<file path="src/rtl/tone_pkg.sv">
// Shared constants for the tone generator: default sizes, the C5..C6
// half-period table (50 MHz cycles) and the smallest usable half-period.
package tone_pkg;

  localparam int NOTES_DEF = 8;
  localparam int CNT_W_DEF = 32;
  localparam int OCT_W_DEF = 2;

  // A half-period below 2 cycles would make the divider toggle every cycle
  // with no room for the boundary logic, so shifted counts never go below it.
  localparam int unsigned MIN_COUNT = 2;

  // Entry 0 is C5 (523 Hz) up to entry 7, C6 (1046 Hz).
  localparam logic [0:NOTES_DEF-1][CNT_W_DEF-1:0] NOTE_TABLE = '{
    32'h0000_BAB9, 32'h0000_A65D, 32'h0000_9430, 32'h0000_8BE9,
    32'h0000_7CB8, 32'h0000_6EF9, 32'h0000_62F1, 32'h0000_5D5D
  };

endpackage

</file>
<file path="src/rtl/note_rom.sv">
// Index-to-half-period lookup for the tone generator.
// Optional octave shift and minimum-count clamp are built only when
// TONE_GEN_OCTAVE_EN is defined; otherwise the octave input is ignored.
module note_rom
  import tone_pkg::*;
#(
  parameter int NOTES = NOTES_DEF,
  parameter int CNT_W = CNT_W_DEF,
  parameter int OCT_W = OCT_W_DEF,
  parameter logic [0:NOTES-1][CNT_W-1:0] TABLE = tone_pkg::NOTE_TABLE,
  localparam int SEL_W = $clog2(NOTES)
) (
  input  logic [SEL_W-1:0] sel,
  input  logic [OCT_W-1:0] octave,
  output logic [CNT_W-1:0] count
);

`ifdef TONE_GEN_OCTAVE_EN
  localparam logic [CNT_W-1:0] MIN_CNT = CNT_W'(MIN_COUNT);

  // Saturate short half-periods up to the minimum the divider can run at.
  function automatic logic [CNT_W-1:0] clamp_min(input logic [CNT_W-1:0] value);
    return (value < MIN_CNT) ? MIN_CNT : value;
  endfunction

  // Each octave step halves the half-period, i.e. doubles the pitch.
  always_comb count = clamp_min(TABLE[sel] >> octave);
`else
  logic unused_octave;
  assign unused_octave = ^octave;

  // Plain table lookup; octave has no effect in this build.
  always_comb count = TABLE[sel];
`endif

endmodule

</file>
<file path="src/rtl/tone_gen.sv">
// Square-wave tone generator: note requests are held in a pending register
// and applied only at a half-period boundary (or at once while idle), so
// tone_out never carries a runt pulse. All outputs are registered.
// Build option: TONE_GEN_OCTAVE_EN enables the octave shift in note_rom.
module tone_gen
  import tone_pkg::*;
#(
  parameter int NOTES = NOTES_DEF,
  parameter int CNT_W = CNT_W_DEF,
  parameter int OCT_W = OCT_W_DEF,
  parameter logic [0:NOTES-1][CNT_W-1:0] TABLE = tone_pkg::NOTE_TABLE,
  localparam int SEL_W = $clog2(NOTES)
) (
  input  logic             clk,
  input  logic             rst_n,
  input  logic             enable,
  input  logic             note_valid,
  input  logic [SEL_W-1:0] note_sel,
  input  logic [OCT_W-1:0] octave,
  output logic             tone_out,
  output logic             edge_tick,
  output logic             pending,
  output logic [CNT_W-1:0] active_count
);

  logic [CNT_W-1:0] target;
  logic [CNT_W-1:0] pend_count;
  logic [CNT_W-1:0] cnt;
  logic             at_end;

  note_rom #(
    .NOTES (NOTES),
    .CNT_W (CNT_W),
    .OCT_W (OCT_W),
    .TABLE (TABLE)
  ) u_note_rom (
    .sel    (note_sel),
    .octave (octave),
    .count  (target)
  );

  // Last cycle of the current half-period.
  always_comb at_end = (cnt == active_count - CNT_W'(1));

  // Pending count is pure data: only the pending flag decides if it is used.
  always_ff @(posedge clk) begin
    if (note_valid) pend_count <= target;
  end

  // Divider, boundary-aligned note switch and registered outputs.
  always_ff @(posedge clk) begin
    if (!rst_n) begin
      cnt          <= '0;
      tone_out     <= 1'b0;
      edge_tick    <= 1'b0;
      pending      <= 1'b0;
      active_count <= TABLE[0];
    end else begin
      edge_tick <= 1'b0;
      if (!enable) begin
        // Idle: nothing audible to protect, so apply a queued note right away.
        cnt      <= '0;
        tone_out <= 1'b0;
        if (pending) begin
          active_count <= pend_count;
          pending      <= 1'b0;
        end
      end else if (at_end) begin
        cnt       <= '0;
        tone_out  <= ~tone_out;
        edge_tick <= 1'b1;
        if (pending) begin
          active_count <= pend_count;
          pending      <= 1'b0;
        end
      end else begin
        cnt <= cnt + CNT_W'(1);
      end
      // A request arriving on a boundary is only queued; it waits for the
      // next boundary. The latest request always wins.
      if (note_valid) pending <= 1'b1;
    end
  end

endmodule
</file>
<file path="config.mk">
export PLATFORM = sky130hd
export DESIGN_NAME = tone_gen
export DESIGN_NICKNAME = d
export VERILOG_FILES = /design/src/rtl/tone_pkg.sv /design/src/rtl/note_rom.sv /design/src/rtl/tone_gen.sv
export SDC_FILE = /design/constraint.sdc
export NUM_CORES = 1
export LEC_CHECK = 0
export BUFFER_PORTS_ARGS = -buffer_cell sky130_fd_sc_hd__buf_2
export CAP_MARGIN = 20
export CORE_MARGIN = 4
export CORE_UTILIZATION = 59
export CTS_CLUSTER_SIZE = 12
export DETAILED_ROUTE_END_ITERATION = 8
export PLACE_DENSITY = 0.82
export SLEW_MARGIN = 30
export SYNTH_ARGS = -nofsm -noshare
export SYNTH_HDL_FRONTEND = slang
export SYNTH_SLANG_ARGS = --single-unit
</file>
<file path="constraint.sdc">
create_clock -name clk -period 4.35 [get_ports clk]
set_clock_uncertainty 0.05 [all_clocks]
set_input_delay 0.6525 -clock clk [delete_from_list [all_inputs] [get_ports clk]]
set_output_delay 0.6525 -clock clk [all_outputs]
set_load 0.01 [all_outputs]
</file>
# Yosys cells after proc, flatten, opt, wreduce, memory -nomap -nowiden
# Memories as Yosys holds them, arrays and structs flattened. A register that Yosys moved wholly into a read port is not among the register bits.
# Index checks and enable logic that the tools add are counted.
[totals] mem_bits_ro=256 output_inout_bits=35 elab_cells=24 ff_bits=67 n_memories=1
[mem_list] name="(name not given)" depth=8 width=32 rd=1 rd_clocked_by_memory_dff=1 write_ports=0 line="note_rom.sv:33" source="always_comb count = TABLE[sel];"
[classes] bitwise=4 n_eq_ne=3 n_addsub=2 n_mux=7 reduce_logical=2
[ops] op="32-bit two-way mux" count=3
[ops] op="32-bit by 1-bit adder with 32-bit output, second input constant" count=1
[ops] op="32-bit == test" count=1
[ops] op="32-bit by 1-bit subtractor with 32-bit output, second input constant" count=1
[ops] op="1-bit two-way mux" count=4
[ops] op="3-bit NOT with 4-bit output" count=1
[ops] op="3-bit by 1-bit != test with 1-bit output, second input constant" count=1
[ops] op="1-bit NOT" count=3
[ops] op="3-bit OR reduction" count=1
[ops] op="2-bit by 1-bit != test with 1-bit output, second input constant" count=1
[ops] op="2-bit AND reduction" count=1

# Longest topological paths before layout
[logic_depth] ltp_word=5 ltp_mapped=14

# Cells and area by module
# From an unflattened synthesis, not the netlist that was laid out.
[unflattened] cells_unflattened=544 hier_area_um2=5291.3
[modules_own_cells] mod="tone_gen" instances=1 area_each_um2=4941.0 cells_each=499
[modules_own_cells] mod="note_rom" instances=1 area_each_um2=350.3 cells_each=45

# Least setup slack after synthesis
# OpenSTA, ideal clock, no wires.
[synth_timing] path_kind="register -> register" start="register active_count[0]" end="register pending" synth_period_minus_slack_ps=3147 slack_ps=1203 stages_incl_launch_ff=11 setup_time_ps=115 n_path_buf=1 required_ps=4185 arrival_ps=2982 cell_sequence="dfxtp_1 > inv_1 > ha_1 > or3b_2 > or4_4 > nor4_4 > o311ai_2 > or4_1 > buf_2 > and3_1 > o21a_1"
[synth_via] elab_chain_cells=3
[synth_rtl] item="start: declaration" line="tone_gen.sv:23" source="output logic [CNT_W-1:0] active_count"
[synth_rtl] item="start signal: assignment" line="tone_gen.sv:57" source="active_count <= TABLE[0];"
[synth_rtl] item="start signal: assignment" line="tone_gen.sv:65" source="active_count <= pend_count;"
[synth_rtl] item="start signal: assignment" line="tone_gen.sv:73" source="active_count <= pend_count;"
[synth_rtl] item="32-bit by 1-bit subtractor with 32-bit output" line="tone_gen.sv:43" source="always_comb at_end = (cnt == active_count - CNT_W'(1));"
[synth_rtl] item="32-bit == test" line="tone_gen.sv:43"
[synth_rtl] item="3-bit by 1-bit != test with 1-bit output (no line)"
[synth_rtl] item="end signal: assignment" line="tone_gen.sv:56" source="pending <= 1'b0;"
[synth_rtl] item="end signal: assignment" line="tone_gen.sv:66" source="pending <= 1'b0;"
[synth_rtl] item="end signal: assignment" line="tone_gen.sv:74" source="pending <= 1'b0;"
[synth_rtl] item="end: declaration" line="tone_gen.sv:22" source="output logic pending,"
# No other way between the ends.
# A chain may end at the register's enable or synchronous reset.

# Final worst setup path
[layout_timing] start="register active_count[0]" end="register cnt[15]"
[layout_via] elab_chain_cells=3
[layout_rtl] item="32-bit by 1-bit subtractor with 32-bit output" line="tone_gen.sv:43"
[layout_rtl] item="32-bit == test" line="tone_gen.sv:43"
[layout_rtl] item="3-bit OR reduction (no line)"
[layout_rtl] item="end signal: assignment" line="tone_gen.sv:77" source="cnt <= cnt + CNT_W'(1);"
[layout_rtl] item="end: declaration" line="tone_gen.sv:28" source="logic [CNT_W-1:0] cnt;"
# No other way between the ends.

==> summary.txt <==
status: finished, final reports clean
Skew-Pair Late Insertion Delay: 350 ps
Seq cells post-synth: 65
drt first-iter violations: 238
RSZ-0062 raised after global routing: no
async set or reset register ratio after synthesis: 0%
Synth area leader: dfxtp_1
Buf/Inv on CP: 1
critical path launch point type: flip-flop
Rows: 28
Syn Area/Cell: 8.73 um2
I/O Buffers: 24
Sum Neg Setup Slack: 0 ps
vias in the first global route: 2897
final period utilization: 83.8%
DPL Wire Length: 5690 um
wirelength, routed: 7840 um
Root Driver: clkbuf_8
wire per inst: 15.0 um
# DRC: 0
post-synthesis cell area: 0.00378 mm2
post-CTS setup buffer count: 0
crit path max fanout: 31
top cells by count, synth: 60 x nor2_1, 50 x dfxtp_1, 31 x nand3_1
die height: 88.1 um
top cell type's share of synthesized area: 26.5%
final number of hold-violating endpoints: 0
cells after synthesis: 433
top cells by area, synth: dfxtp_1 26%, edfxtp_1 12%, xnor2_1 6.7%, nor2_1 6.0%, xor2_1 4.2%
CTS tree: built
hold buffer count at CTS: 0
TritonRoute pass-1 iters: 5
initial core utilization: 62.4%
Worst slew margin: 58.6%
most used cell along the critical path: ha_1
Crit path max-delay family: simple AND/OR/NAND/NOR gates
Core Area: 0.00606 mm2
combinational fraction of design power: 9.1%
Hold Path Class: reg -> reg
FMAX: 274 MHz
Worst Max-Slew Pin Slew: 616 ps
Worst Path Required: 4510 ps
final instance count without filler cells: 524
Crit-path slowest cell: or3b_2
placed cell count: 508
first-pass GRT wire length: 13300 um
Reg clk slew, reported paths: 70 ps
Critical Path Max Stage Delay: 510 ps
Sw Pwr: 333 uW
Internal: 966 uW
antenna violations before repair: 0
post_cts resized: 0
post-synth cell types: 50
Max Cap Viol: 0
DP Worst Slack: 699 ps
setup ws final: 705 ps
GRT Total Usage: 22.0%
CP endpoint kind: flip-flop
largest net degree at the start of global routing: 34
Die Wd: 88.1 um
Flop pwr share: 51.8%
Synth Flop Type: dfxtp_1
Finish-stage setup viols: 0
Cell Pwr Density: 324 mW/mm2
nets: 462
Vias: 3038
CTS sink count: 65
warnings from Yosys: 0
Worst EP arrival: 3810 ps
Post-synth EDFFs: 15
Vias/cell: 5.80
sequential fraction of the synthesis area: 38.4%
sw frac: 25.7%
share of cells above drive strength 1: 12.2%
aggregate global routing overflow: 0
cell with the most instances after synthesis: nor2_1
number of inserted diodes: 0
H-tree Lvls: 3
GPL Wtd Cong: 0.884
num ports: 44
leakage: 1.46 nW
cts bufs inserted: 9
crit path time final: 3650 ps
antenna-violating nets left: 0
clock power share: 39.1%
Area Overhead vs Synth: 6.02%
cells along the critical path: inv_1 > ha_1 > or3b_2 > nor4_1 > ha_1 > xor2_1 > nand3_1 > a211oi_1 > o211ai_1 > or4_1 > nand2_2 > nor2_1
clk buf depth: 2
Max Transition Viols Final: 0
worst vdd ir: 0.240 mV
crit path kind: reg -> reg
die area: 0.00775 mm2
cell families after synthesis:
logic type / Yosys count / synth area share (%)
compound gates: 51 / 10.5
fa+ha+maj: 9 / 2.98
mux: 5 / 1.36
other cells: 1 / 0.0992
buf+inv: 67 / 9.56
simple gates: 188 / 26.2
flops: 65 / 38.4
xor+xnor: 47 / 10.9
final timing paths:
kind	from	slack [ps]	end	depth (start not counted)
max	active_count[0]$_SDFFE_PN1P_	700	cnt[15]$_SDFF_PP0_	12
min	cnt[0]$_SDFF_PP0_	460	cnt[0]$_SDFF_PP0_	1
max reg2reg	active_count[0]$_SDFFE_PN1P_	700	cnt[15]$_SDFF_PP0_	12
min reg2reg	cnt[0]$_SDFF_PP0_	460	cnt[0]$_SDFF_PP0_	1
metal layers:
layer | routed length (um) | track usage, % | up-vias
met2 | 4090 | 39.5 | 63
met5 | 0 | 0 | -
li1 | - | - | 1524
met3 | 266 | 3.29 | 18
met4 | 179 | 10.6 | 0
met1 | 3300 | 25.4 | 1433
state kept, by name (all words and copies together), names as in the netlist:
register	cells
active_count	15
cnt	32
edge_tick	1
pend_count	15
pending	1
tone_out	1
power groups by stage:
stage | sequential [mW] | clock (mW) | combinational [mW]
global placement | 0.684 | 0 | 0.114
CTS | 0.672 | 0.509 | 0.118
finish | 0.673 | 0.508 | 0.118
floorplan | 0.678 | 0 | 0.104
global route | 0.677 | 0.541 | 0.133
detailed placement | 0.685 | 0 | 0.117
layout by cell type (no fill, tap or decap), drive strengths merged, types with 7 or more instances in the layout:
master / netlist / final
xor2: 18 / 18
xnor2: 29 / 29
a311oi: 10 / 10
nor4: 11 / 11
conb: 1 / 17
inv: 23 / 23
and3: 7 / 7
buf: 27 / 28
nor3: 19 / 19
nand4: 9 / 9
ha: 9 / 9
nand2: 21 / 21
edfxtp: 15 / 15
clkbuf: 17 / 12
a21oi: 10 / 10
nand3: 31 / 31
dfxtp: 50 / 50
nor2: 60 / 60
a32o: 11 / 11
metrics by stage:
stage / area (um2) / hold slack [ps] / utilization, % / power [mW]
finish: 4010 / 464 / 66.1 / 1.30
global route: 4010 / 476 / 66.1 / 1.35
CTS: 4000 / 464 / 66.0 / 1.30
detailed placement: 3810 / 449 / 62.9 / 0.803
global placement: 3810 / 426 / 62.9 / 0.798
floorplan: 3840 / 406 / - / 0.782
final cells by class:
| type | count | area (um2) |
|---|---|---|
| Clock buffer | 12 | 145 |
| Multi-Input combinational cell | 317 | 2040 |
| Sequential cell | 65 | 1450 |
| Inverter | 23 | 86.3 |
| Tap cell | 75 | 93.8 |
| Fill cell | 531 | 2050 |
| Clock inverter | 4 | 45.0 |
| Timing Repair Buffer | 28 | 150 |
worst reg2reg max path, stage by stage (launching register included):
cell and delay, ps:
dfxtp_1 390, inv_1 90, ha_1 190, or3b_2 510, nor4_1 210, ha_1 290
xor2_1 210, nand3_1 100, a211oi_1 290, o211ai_1 140, or4_1 460, nand2_2 470
nor2_1 120
Note: power is estimated with default switching activity, not from simulation.
